[src/rtl/cpu0_mem_arbiter_pkg.sv]
// cpu0_mem_pkg: shared encodings for the CPU0 memory arbiter.
// State, size and owner codes plus the word beat count.
package cpu0_mem_pkg;

   typedef enum logic [1:0] {
      ST_IDLE,
      ST_ISSUE,
      ST_DRAIN,
      ST_RESP
   } state_t;

   typedef enum logic {
      OWN_F,
      OWN_D
   } owner_t;

   localparam logic SZ_BYTE = 1'b0;
   localparam logic SZ_WORD = 1'b1;

   localparam int BEATS_WORD = 4;

   // Big-endian: beat 0 carries the most significant byte.
   function automatic logic [7:0] beat_byte(
      input logic [31:0] w,
      input logic [1:0]  k
   );
      logic [7:0] b;
      unique case (k)
         2'd0:    b = w[31:24];
         2'd1:    b = w[23:16];
         2'd2:    b = w[15:8];
         default: b = w[7:0];
      endcase
      return b;
   endfunction

endpackage

[src/rtl/cpu0_mem_arbiter_if.sv]
// cpu0_mem_arbiter_if: fetch port, data port and byte memory bus.
// slave = arbiter side, master = core and memory side.
interface cpu0_mem_arbiter_if #(
   parameter int AW = 16,
   parameter int DW = 32
);

   logic          f_req;
   logic [AW-1:0] f_addr;
   logic          f_gnt;
   logic          f_done;
   logic [DW-1:0] f_rdata;
   logic          f_err;

   logic          d_req;
   logic          d_we;
   logic          d_size;
   logic [AW-1:0] d_addr;
   logic [DW-1:0] d_wdata;
   logic          d_gnt;
   logic          d_done;
   logic [DW-1:0] d_rdata;
   logic          d_err;

   logic [AW-1:0] mem_addr;
   logic          mem_we;
   logic [7:0]    mem_wdata;
   logic [7:0]    mem_rdata;

   modport slave (
      input  f_req, f_addr,
      output f_gnt, f_done, f_rdata, f_err,
      input  d_req, d_we, d_size, d_addr, d_wdata,
      output d_gnt, d_done, d_rdata, d_err,
      output mem_addr, mem_we, mem_wdata,
      input  mem_rdata
   );

   modport master (
      output f_req, f_addr,
      input  f_gnt, f_done, f_rdata, f_err,
      output d_req, d_we, d_size, d_addr, d_wdata,
      input  d_gnt, d_done, d_rdata, d_err,
      input  mem_addr, mem_we, mem_wdata,
      output mem_rdata
   );

endinterface

[src/rtl/cpu0_mem_arbiter_beat_seq.sv]
// cpu0_mem_beat_seq: beat counter, address wrap, write byte select
// and big-endian read assembly for one granted access.
module cpu0_mem_beat_seq
   import cpu0_mem_pkg::*;
#(
   parameter int AW = 16,
   parameter int DW = 32
) (
   input  logic          clock,
   input  logic          reset_n,
   input  logic          load,
   input  logic          quiet,
   input  logic          issue,
   input  logic          drain,
   input  logic [AW-1:0] a_addr,
   input  logic          a_we,
   input  logic          a_size,
   input  logic [DW-1:0] a_wdata,
   input  logic [7:0]    mem_rdata,
   output logic [AW-1:0] mem_addr,
   output logic          mem_we,
   output logic [7:0]    mem_wdata,
   output logic          wr,
   output logic          last,
   output logic [DW-1:0] rdata
);

   logic [AW-1:0] base;
   logic          size;
   logic [DW-1:0] wdata;
   logic [1:0]    cnt;
   logic [1:0]    nxt;
   logic          cap;

   assign nxt  = cnt + 2'd1;
   assign last = (size == SZ_WORD)
               ? (cnt == 2'(BEATS_WORD - 1))
               : 1'b1;
   // Read data trails the address by one cycle.
   assign cap  = !wr && ((issue && cnt != 2'd0) || drain);

   always_ff @(posedge clock or negedge reset_n) begin
      if (!reset_n) begin
         base      <= '0;
         size      <= SZ_BYTE;
         wdata     <= '0;
         wr        <= 1'b0;
         cnt       <= 2'd0;
         rdata     <= '0;
         mem_addr  <= '0;
         mem_we    <= 1'b0;
         mem_wdata <= 8'h00;
      end else begin
         if (load) begin
            base  <= a_addr;
            size  <= a_size;
            wdata <= a_wdata;
            wr    <= a_we;
            cnt   <= 2'd0;
            rdata <= '0;
            if (quiet) begin
               mem_we <= 1'b0;
            end else begin
               mem_addr  <= a_addr;
               mem_we    <= a_we;
               mem_wdata <= (a_size == SZ_WORD)
                          ? beat_byte(a_wdata, 2'd0)
                          : a_wdata[7:0];
            end
         end else if (issue) begin
            if (last) begin
               mem_we <= 1'b0;
            end else begin
               cnt       <= nxt;
               mem_addr  <= base + AW'(nxt);
               mem_wdata <= beat_byte(wdata, nxt);
            end
         end
         if (cap)
            rdata <= {rdata[DW-9:0], mem_rdata};
      end
   end

endmodule

[src/rtl/cpu0_mem_arbiter.sv]
// cpu0_mem_arbiter: data-over-fetch arbiter for CPU0 byte memory.
// CPU0_MEM_ARB_ALIGN_CHECK_EN: fail unaligned word accesses with err.
module cpu0_mem_arbiter
   import cpu0_mem_pkg::*;
#(
   parameter int AW = 16,
   parameter int DW = 32
) (
   input logic               clock,
   input logic               reset_n,
   cpu0_mem_arbiter_if.slave bus
);

   state_t        state;
   owner_t        owner;
   logic          f_gnt_q;
   logic          d_gnt_q;
   logic          f_done_q;
   logic          d_done_q;
   logic          err_q;
   logic          bad;

   logic          arb;
   logic          take;
   logic          pick_d;
   logic          misalign;
   logic [AW-1:0] a_addr;
   logic          a_we;
   logic          a_size;
   logic          last;
   logic          wr;
   logic [DW-1:0] rdata;

   assign arb    = (state == ST_IDLE) || (state == ST_RESP);
   assign take   = arb && (bus.d_req || bus.f_req);
   assign pick_d = bus.d_req;

   // Fetch is always a word read, whatever the data port shows.
   assign a_addr = pick_d ? bus.d_addr : bus.f_addr;
   assign a_we   = pick_d && bus.d_we;
   assign a_size = pick_d ? bus.d_size : SZ_WORD;

`ifdef CPU0_MEM_ARB_ALIGN_CHECK_EN
   assign misalign = (a_size == SZ_WORD) && (a_addr[1:0] != 2'b00);
`else
   assign misalign = 1'b0;
`endif

   cpu0_mem_beat_seq #(
      .AW(AW),
      .DW(DW)
   ) u_seq (
      .clock     (clock),
      .reset_n   (reset_n),
      .load      (take),
      .quiet     (misalign),
      .issue     ((state == ST_ISSUE) && !bad),
      .drain     (state == ST_DRAIN),
      .a_addr    (a_addr),
      .a_we      (a_we),
      .a_size    (a_size),
      .a_wdata   (bus.d_wdata),
      .mem_rdata (bus.mem_rdata),
      .mem_addr  (bus.mem_addr),
      .mem_we    (bus.mem_we),
      .mem_wdata (bus.mem_wdata),
      .wr        (wr),
      .last      (last),
      .rdata     (rdata)
   );

   always_ff @(posedge clock or negedge reset_n) begin
      if (!reset_n) begin
         state    <= ST_IDLE;
         owner    <= OWN_F;
         bad      <= 1'b0;
         f_gnt_q  <= 1'b0;
         d_gnt_q  <= 1'b0;
         f_done_q <= 1'b0;
         d_done_q <= 1'b0;
         err_q    <= 1'b0;
      end else begin
         f_gnt_q  <= 1'b0;
         d_gnt_q  <= 1'b0;
         f_done_q <= 1'b0;
         d_done_q <= 1'b0;
         err_q    <= 1'b0;
         unique case (state)
            ST_IDLE, ST_RESP: begin
               if (take) begin
                  state   <= ST_ISSUE;
                  owner   <= pick_d ? OWN_D : OWN_F;
                  bad     <= misalign;
                  d_gnt_q <= pick_d;
                  f_gnt_q <= !pick_d;
               end else begin
                  state <= ST_IDLE;
               end
            end
            ST_ISSUE: begin
               if (bad || (last && wr)) begin
                  state    <= ST_RESP;
                  d_done_q <= (owner == OWN_D);
                  f_done_q <= (owner == OWN_F);
                  err_q    <= bad;
               end else if (last) begin
                  state <= ST_DRAIN;
               end
            end
            ST_DRAIN: begin
               state    <= ST_RESP;
               d_done_q <= (owner == OWN_D);
               f_done_q <= (owner == OWN_F);
            end
            default: state <= ST_IDLE;
         endcase
      end
   end

   assign bus.f_gnt   = f_gnt_q;
   assign bus.d_gnt   = d_gnt_q;
   assign bus.f_done  = f_done_q;
   assign bus.d_done  = d_done_q;
   assign bus.f_rdata = f_done_q ? rdata : '0;
   assign bus.d_rdata = d_done_q ? rdata : '0;
   assign bus.f_err   = f_done_q & err_q;
   assign bus.d_err   = d_done_q & err_q;

endmodule

[src/flat_wrapper.sv]
// flat-port wrapper written by rule: the top's interface ports become plain ports
module cpu0_mem_arbiter_flat import cpu0_mem_pkg::*;
#(
   parameter int AW = 16,
   parameter int DW = 32
)
  (clock, reset_n, bus_f_req, bus_f_addr, bus_f_gnt, bus_f_done, bus_f_rdata, bus_f_err, bus_d_req, bus_d_we, bus_d_size, bus_d_addr, bus_d_wdata, bus_d_gnt, bus_d_done, bus_d_rdata, bus_d_err, bus_mem_addr, bus_mem_we, bus_mem_wdata, bus_mem_rdata);
  cpu0_mem_arbiter_if #(.AW(AW), .DW(DW)) bus_i ();
  input logic clock;
  input logic reset_n;
  input wire logic [$bits(bus_i.f_req)-1:0] bus_f_req;
  input wire logic [$bits(bus_i.f_addr)-1:0] bus_f_addr;
  output wire logic [$bits(bus_i.f_gnt)-1:0] bus_f_gnt;
  output wire logic [$bits(bus_i.f_done)-1:0] bus_f_done;
  output wire logic [$bits(bus_i.f_rdata)-1:0] bus_f_rdata;
  output wire logic [$bits(bus_i.f_err)-1:0] bus_f_err;
  input wire logic [$bits(bus_i.d_req)-1:0] bus_d_req;
  input wire logic [$bits(bus_i.d_we)-1:0] bus_d_we;
  input wire logic [$bits(bus_i.d_size)-1:0] bus_d_size;
  input wire logic [$bits(bus_i.d_addr)-1:0] bus_d_addr;
  input wire logic [$bits(bus_i.d_wdata)-1:0] bus_d_wdata;
  output wire logic [$bits(bus_i.d_gnt)-1:0] bus_d_gnt;
  output wire logic [$bits(bus_i.d_done)-1:0] bus_d_done;
  output wire logic [$bits(bus_i.d_rdata)-1:0] bus_d_rdata;
  output wire logic [$bits(bus_i.d_err)-1:0] bus_d_err;
  output wire logic [$bits(bus_i.mem_addr)-1:0] bus_mem_addr;
  output wire logic [$bits(bus_i.mem_we)-1:0] bus_mem_we;
  output wire logic [$bits(bus_i.mem_wdata)-1:0] bus_mem_wdata;
  input wire logic [$bits(bus_i.mem_rdata)-1:0] bus_mem_rdata;
  assign bus_i.f_req = bus_f_req;
  assign bus_i.f_addr = bus_f_addr;
  assign bus_f_gnt = bus_i.f_gnt;
  assign bus_f_done = bus_i.f_done;
  assign bus_f_rdata = bus_i.f_rdata;
  assign bus_f_err = bus_i.f_err;
  assign bus_i.d_req = bus_d_req;
  assign bus_i.d_we = bus_d_we;
  assign bus_i.d_size = bus_d_size;
  assign bus_i.d_addr = bus_d_addr;
  assign bus_i.d_wdata = bus_d_wdata;
  assign bus_d_gnt = bus_i.d_gnt;
  assign bus_d_done = bus_i.d_done;
  assign bus_d_rdata = bus_i.d_rdata;
  assign bus_d_err = bus_i.d_err;
  assign bus_mem_addr = bus_i.mem_addr;
  assign bus_mem_we = bus_i.mem_we;
  assign bus_mem_wdata = bus_i.mem_wdata;
  assign bus_i.mem_rdata = bus_mem_rdata;
  cpu0_mem_arbiter #(.AW(AW), .DW(DW)) u_core (.clock(clock), .reset_n(reset_n), .bus(bus_i));
endmodule
[config.mk]
export PLATFORM = sky130hd
export DESIGN_NAME = cpu0_mem_arbiter_flat
export DESIGN_NICKNAME = d
export VERILOG_FILES = /design/src/rtl/cpu0_mem_arbiter_pkg.sv /design/src/rtl/cpu0_mem_arbiter_if.sv /design/src/rtl/cpu0_mem_arbiter_beat_seq.sv /design/src/rtl/cpu0_mem_arbiter.sv /design/src/flat_wrapper.sv
export SDC_FILE = /design/constraint.sdc
export NUM_CORES = 1
export LEC_CHECK = 0
export BUFFER_PORTS_ARGS = -buffer_cell sky130_fd_sc_hd__buf_2
export CORE_UTILIZATION = 48
export CTS_CLUSTER_DIAMETER = 100
export CTS_CLUSTER_SIZE = 12
export DETAILED_ROUTE_END_ITERATION = 8
export PLACE_DENSITY_LB_ADDON = 0.12
export SKIP_CTS_REPAIR_TIMING = 1
export SYNTH_ARGS = -nofsm -noshare
export SYNTH_HDL_FRONTEND = slang
export SYNTH_HIERARCHICAL = 1
export SYNTH_SLANG_ARGS = --single-unit
[constraint.sdc]
create_clock -name clock -period 1.87 [get_ports clock]
set_input_delay 0.187 -clock clock [delete_from_list [all_inputs] [get_ports clock]]
set_output_delay 0.187 -clock clock [all_outputs]
set_load 0.01 [all_outputs]
==> results_tabular.tex <==
\begin{tabular}{lr}
\hline
Metric & Value \\
\hline
\multicolumn{2}{l}{\textbf{Synth}} \\
\quad Portion of synthesized cell area occupied by the leading cell type & roughly 47\% \\
\quad Number of different library cells in the post-synthesis netlist & 53 \\
\quad Number of warnings printed during yosys synthesis & 6 \\
\quad Area contributors post-synth & sky130\_fd\_sc\_hd\_\_dfrtp\_1 (47\%), sky130\_fd\_sc\_hd\_\_mux2\_2 (8.5\%), sky130\_fd\_sc\_hd\_\_and2\_1 (6.6\%) \\
\quad Netlist area before placement & roughly 6100 um2 \\
\quad Mean Syn Cell Area & 10.51 um2 \\
\quad Compound-gate portion of the synthesized area & 10.05\% \\
\quad Share of synthesized cell area in full adder, half adder and majority cells & under 10\% \\
\quad Post-Synthesis Cells & 583 \\
\quad Multiplexer area fraction after synthesis & 14.34\% \\
\quad Library cell with the largest summed area after synthesis & sky130\_fd\_sc\_hd\_\_dfrtp\_1 \\
\quad Sequential cell area fraction in the yosys report & between 40\% and 50\% \\
\quad Largest family of logic cells by synthesized area & simple AND/OR/NAND/NOR gates \\
\quad Post-synthesis sequential element count & $\sim$120 \\
\quad Synthesized-area fraction occupied by and/or/nand/nor cells & around 20\% \\
\quad XOR/XNOR share of the synthesized area & under 10\% \\
\multicolumn{2}{l}{\textbf{Global routing}} \\
\quad Via count of the first global-routing pass & between 4000 and 5000 \\
\quad Wire length of the first global-routing pass & about 23000 um \\
\quad GR Overflow Total & 0 \\
\quad Antenna violations before repair & 0 \\
\quad Total Routing Usage GR & between 20\% and 30\% \\
\quad Pin count of the biggest net entering global routing & 60 \\
\multicolumn{2}{l}{\textbf{Setup path}} \\
\quad Critical-path top delay cell & sky130\_fd\_sc\_hd\_\_dfrtp\_1 \\
\quad Category of the most critical setup path & register to register \\
\quad Critical Path Sink Type & register \\
\quad Largest stage delay, worst path & roughly 0.38 ns \\
\quad Critical path launch point type & register \\
\quad R2R cell count & 9 \\
\quad Data arrival time of the worst path & between 2 and 2.5 ns \\
\quad Biggest fanout along the worst timing path & 6 \\
\quad Worst-path cell chain & inv\_2 > ha\_4 > o21ai\_4 > inv\_4 > nand4b\_1 > nor4b\_4 > buf\_4 > a41o\_1 > o21ai\_1 \\
\quad Data required time of the critical path & about 2.2 ns \\
\multicolumn{2}{l}{\textbf{Floorplanning}} \\
\quad Die X & roughly 110 um \\
\quad Floorplan core area & about 12000 um2 \\
\quad Cell row count & 40 \\
\quad Initial standard-cell utilization of the core & 50.17\% \\
\quad Full die area & approximately 13000 um2 \\
\quad I/O Pins & 173 \\
\quad Overall die height & about 110 um \\
\multicolumn{2}{l}{\textbf{Layout}} \\
\quad Share of layout cells above drive strength 1 & 41.50\% \\
\quad Finished Core Util & about 67\% \\
\quad Total number of nets in the final design & between 800 and 900 \\
\quad Most frequent standard cell in the layout excluding fill and tap cells & sky130\_fd\_sc\_hd\_\_buf\_2 \\
\quad Synthesis-to-layout area growth & 33.69\% \\
\quad Most used cells in the layout excluding fill and tap cells & sky130\_fd\_sc\_hd\_\_buf\_2 (169), sky130\_fd\_sc\_hd\_\_dfrtp\_1 (114), sky130\_fd\_sc\_hd\_\_and2\_1 (65) \\
\quad Antenna diode instance count & 0 \\
\multicolumn{2}{l}{\textbf{Timing}} \\
\quad Final hold slack & -0.01008 ns \\
\quad Peak clock frequency supported by timing & around 520 MHz \\
\quad Fin. Hold Viols & 4 \\
\quad RSZ-0062 raised after global routing & true \\
\quad Final total negative setup slack & -0.04765 ns \\
\quad Minimum clock period after layout & roughly 1.9 ns \\
\quad Final worst-path setup slack & -0.04154 ns \\
\quad \# setup viols final & 2 \\
\quad Number of max-slew violations in the final report & 0 \\
\quad Fraction of the cycle the final worst path needs & 102.2\% \\
\quad Worst clock skew & about 0.0083 ns \\
\multicolumn{2}{l}{\textbf{Route}} \\
\quad Detailed-router iteration count before antenna repair & 6 \\
\quad Ratio of routed vias to standard cells & between 5 and 6 \\
\quad Per-cell routed wire length & $\sim$15 um \\
\quad Via Count & 4918 \\
\quad 1st-iter DRT viols & roughly 300 \\
\quad Number of antenna-violating nets in the routed design & 0 \\
\quad Routed Wire Length & approximately 15000 um \\
\quad Remaining DRCs & 0 \\
\multicolumn{2}{l}{\textbf{Clock tree}} \\
\quad Clock transition at path regs & 0.05 ns \\
\quad CTS Root Buffer Type & sky130\_fd\_sc\_hd\_\_clkbuf\_16 \\
\quad Latest clock arrival within the worst-skew pair & $\sim$0.4 ns \\
\quad H-tree levels & 4 \\
\quad Clock tree from TritonCTS & done \\
\quad Sink Count & between 100 and 150 \\
\quad Buffer levels on the longest clock path & 2 \\
\quad CTS Buf Count & 17 \\
\multicolumn{2}{l}{\textbf{Power and ir drop}} \\
\quad Max IR drop VDD & 0.9047 mV \\
\quad Leak & 3.961 nW \\
\quad Power density cells & between 1500 and 2000 nW/um2 \\
\multicolumn{2}{l}{\textbf{Run}} \\
\quad Max-cap violations & 0 \\
\multicolumn{2}{l}{\textbf{Status}} \\
\quad Violated checks & hold timing, setup timing \\
\quad Run status & finished, violations left \\
\multicolumn{2}{l}{\textbf{Placement}} \\
\quad Pre-CTS setup slack & -0.1731 ns \\
\quad I/O Buffers & 170 \\
\quad RD Place Congestion & $\sim$0.85 \\
\quad HPWL Detailed & 10360 um \\
\multicolumn{2}{l}{\textbf{Min path}} \\
\quad Worst hold path depth & 3 \\
\quad Worst min-delay path class & input pin to register \\
\hline
\end{tabular}
cells in the mapped netlist, drive strengths merged:
| library cell | count |
|---|---|
| a311oi | 1 |
| nand2 | 56 |
| conb | 1 |
| nor3 | 4 |
| a41o | 1 |
| and3 | 2 |
| xnor2 | 9 |
| nor2 | 18 |
| o221ai | 5 |
| nor4b | 2 |
| and4bb | 1 |
| o31ai | 1 |
| a21o | 2 |
| nand2b | 36 |
| ha | 10 |
| buf | 20 |
| nor3b | 9 |
| o211ai | 1 |
| mux2i | 12 |
| inv | 11 |
| nand3 | 2 |
| mux2 | 62 |
| or2 | 2 |
| dfrtp | 116 |
| nand4 | 5 |
| a222oi | 8 |
| o21a | 1 |
| and2 | 66 |
| o21ai | 56 |
| nor2b | 1 |
| nand3b | 6 |
| fa | 1 |
| clkbuf | 20 |
| nor4 | 3 |
| a31oi | 3 |
| a211oi | 1 |
| a21oi | 25 |
| nand4b | 1 |
| xor2 | 2 |
worst paths after layout:
check	start	end	slack [ns]
min reg2reg	u_core/owner	u_core/bus.f_done	0.48
min	bus_mem_rdata[4]	u_core/u_seq/rdata[4]	-0.01
max in group asynchronous	reset_n	u_core/u_seq/mem_addr[7]	1.15
max reg2reg	u_core/state[0]	u_core/u_seq/mem_addr[15]	-0.04
min in group asynchronous	reset_n	u_core/u_seq/rdata[2]	0.17
max	u_core/state[0]	u_core/u_seq/mem_addr[15]	-0.04
cell families after synthesis:
group | after synthesis
simple gates | 214
flops | 116
compound gates | 105
mux | 74
buf+inv | 51
fa+ha+maj | 11
xor+xnor | 11
other cells | 1
metal layers:
layer / up-vias / global-route usage (%) / part of all wire, %
met4: 0 / 7.013 / 1.0
met5: - / 0 / 0
met1: 2354 / 29.66 / 44
li1: 2391 / - / -
met3: 11 / 4.955 / 5.1
met2: 162 / 38.15 / 50
stage by stage:
stage	total power [W]	instances	instance area (um2)
floorplan	0.008793	585	6147
global placement	0.01061	914	7331
detailed placement	0.01088	914	7331
CTS	0.01462	946	7998
global route	0.01592	956	8192
finish	0.01491	956	8192
power by group:
group / total [W] / switching [W] / internal [W] / leakage (nW)
clock: 0.00366 / 0.00109 / 0.00257 / 0.325
combinational: 0.00655 / 0.00322 / 0.00333 / 2.20
sequential: 0.00469 / 0.00102 / 0.00368 / 1.44
registers in the layout, indices dropped and copies added, names as in the netlist, 2 cells and up:
| register | flops |
|---|---|
| u_core/u_seq/rdata | 32 |
| u_core/state | 2 |
| u_core/u_seq/mem_wdata | 8 |
| u_core/u_seq/mem_addr | 16 |
| u_core/u_seq/wdata | 32 |
| u_core/u_seq/base | 16 |
| u_core/u_seq/cnt | 2 |
critical path: cells and delay by family, from the launching register on:
family | cells | cell delay [ns]
AOI/OAI and AO/OA | 3 | 0.29
adders and majority gates | 1 | 0.21
buffers and inverters | 3 | 0.30
DFF | 1 | 0.38
and+or+nand+nor | 2 | 0.61
cell type report:
| class | count | area [um2] |
|---|---|---|
| inverters | 11 | 43.79 |
| multi-input cells | 418 | 3115 |
| well taps | 168 | 210.2 |
| clock buffers | 23 | 467.9 |
| repair buffers | 211 | 1250 |
| fillers | 991 | 4020 |
| clock inverters | 9 | 198.9 |
| flip-flops and latches | 116 | 2905 |
Power figures use the tool's default switching activity.
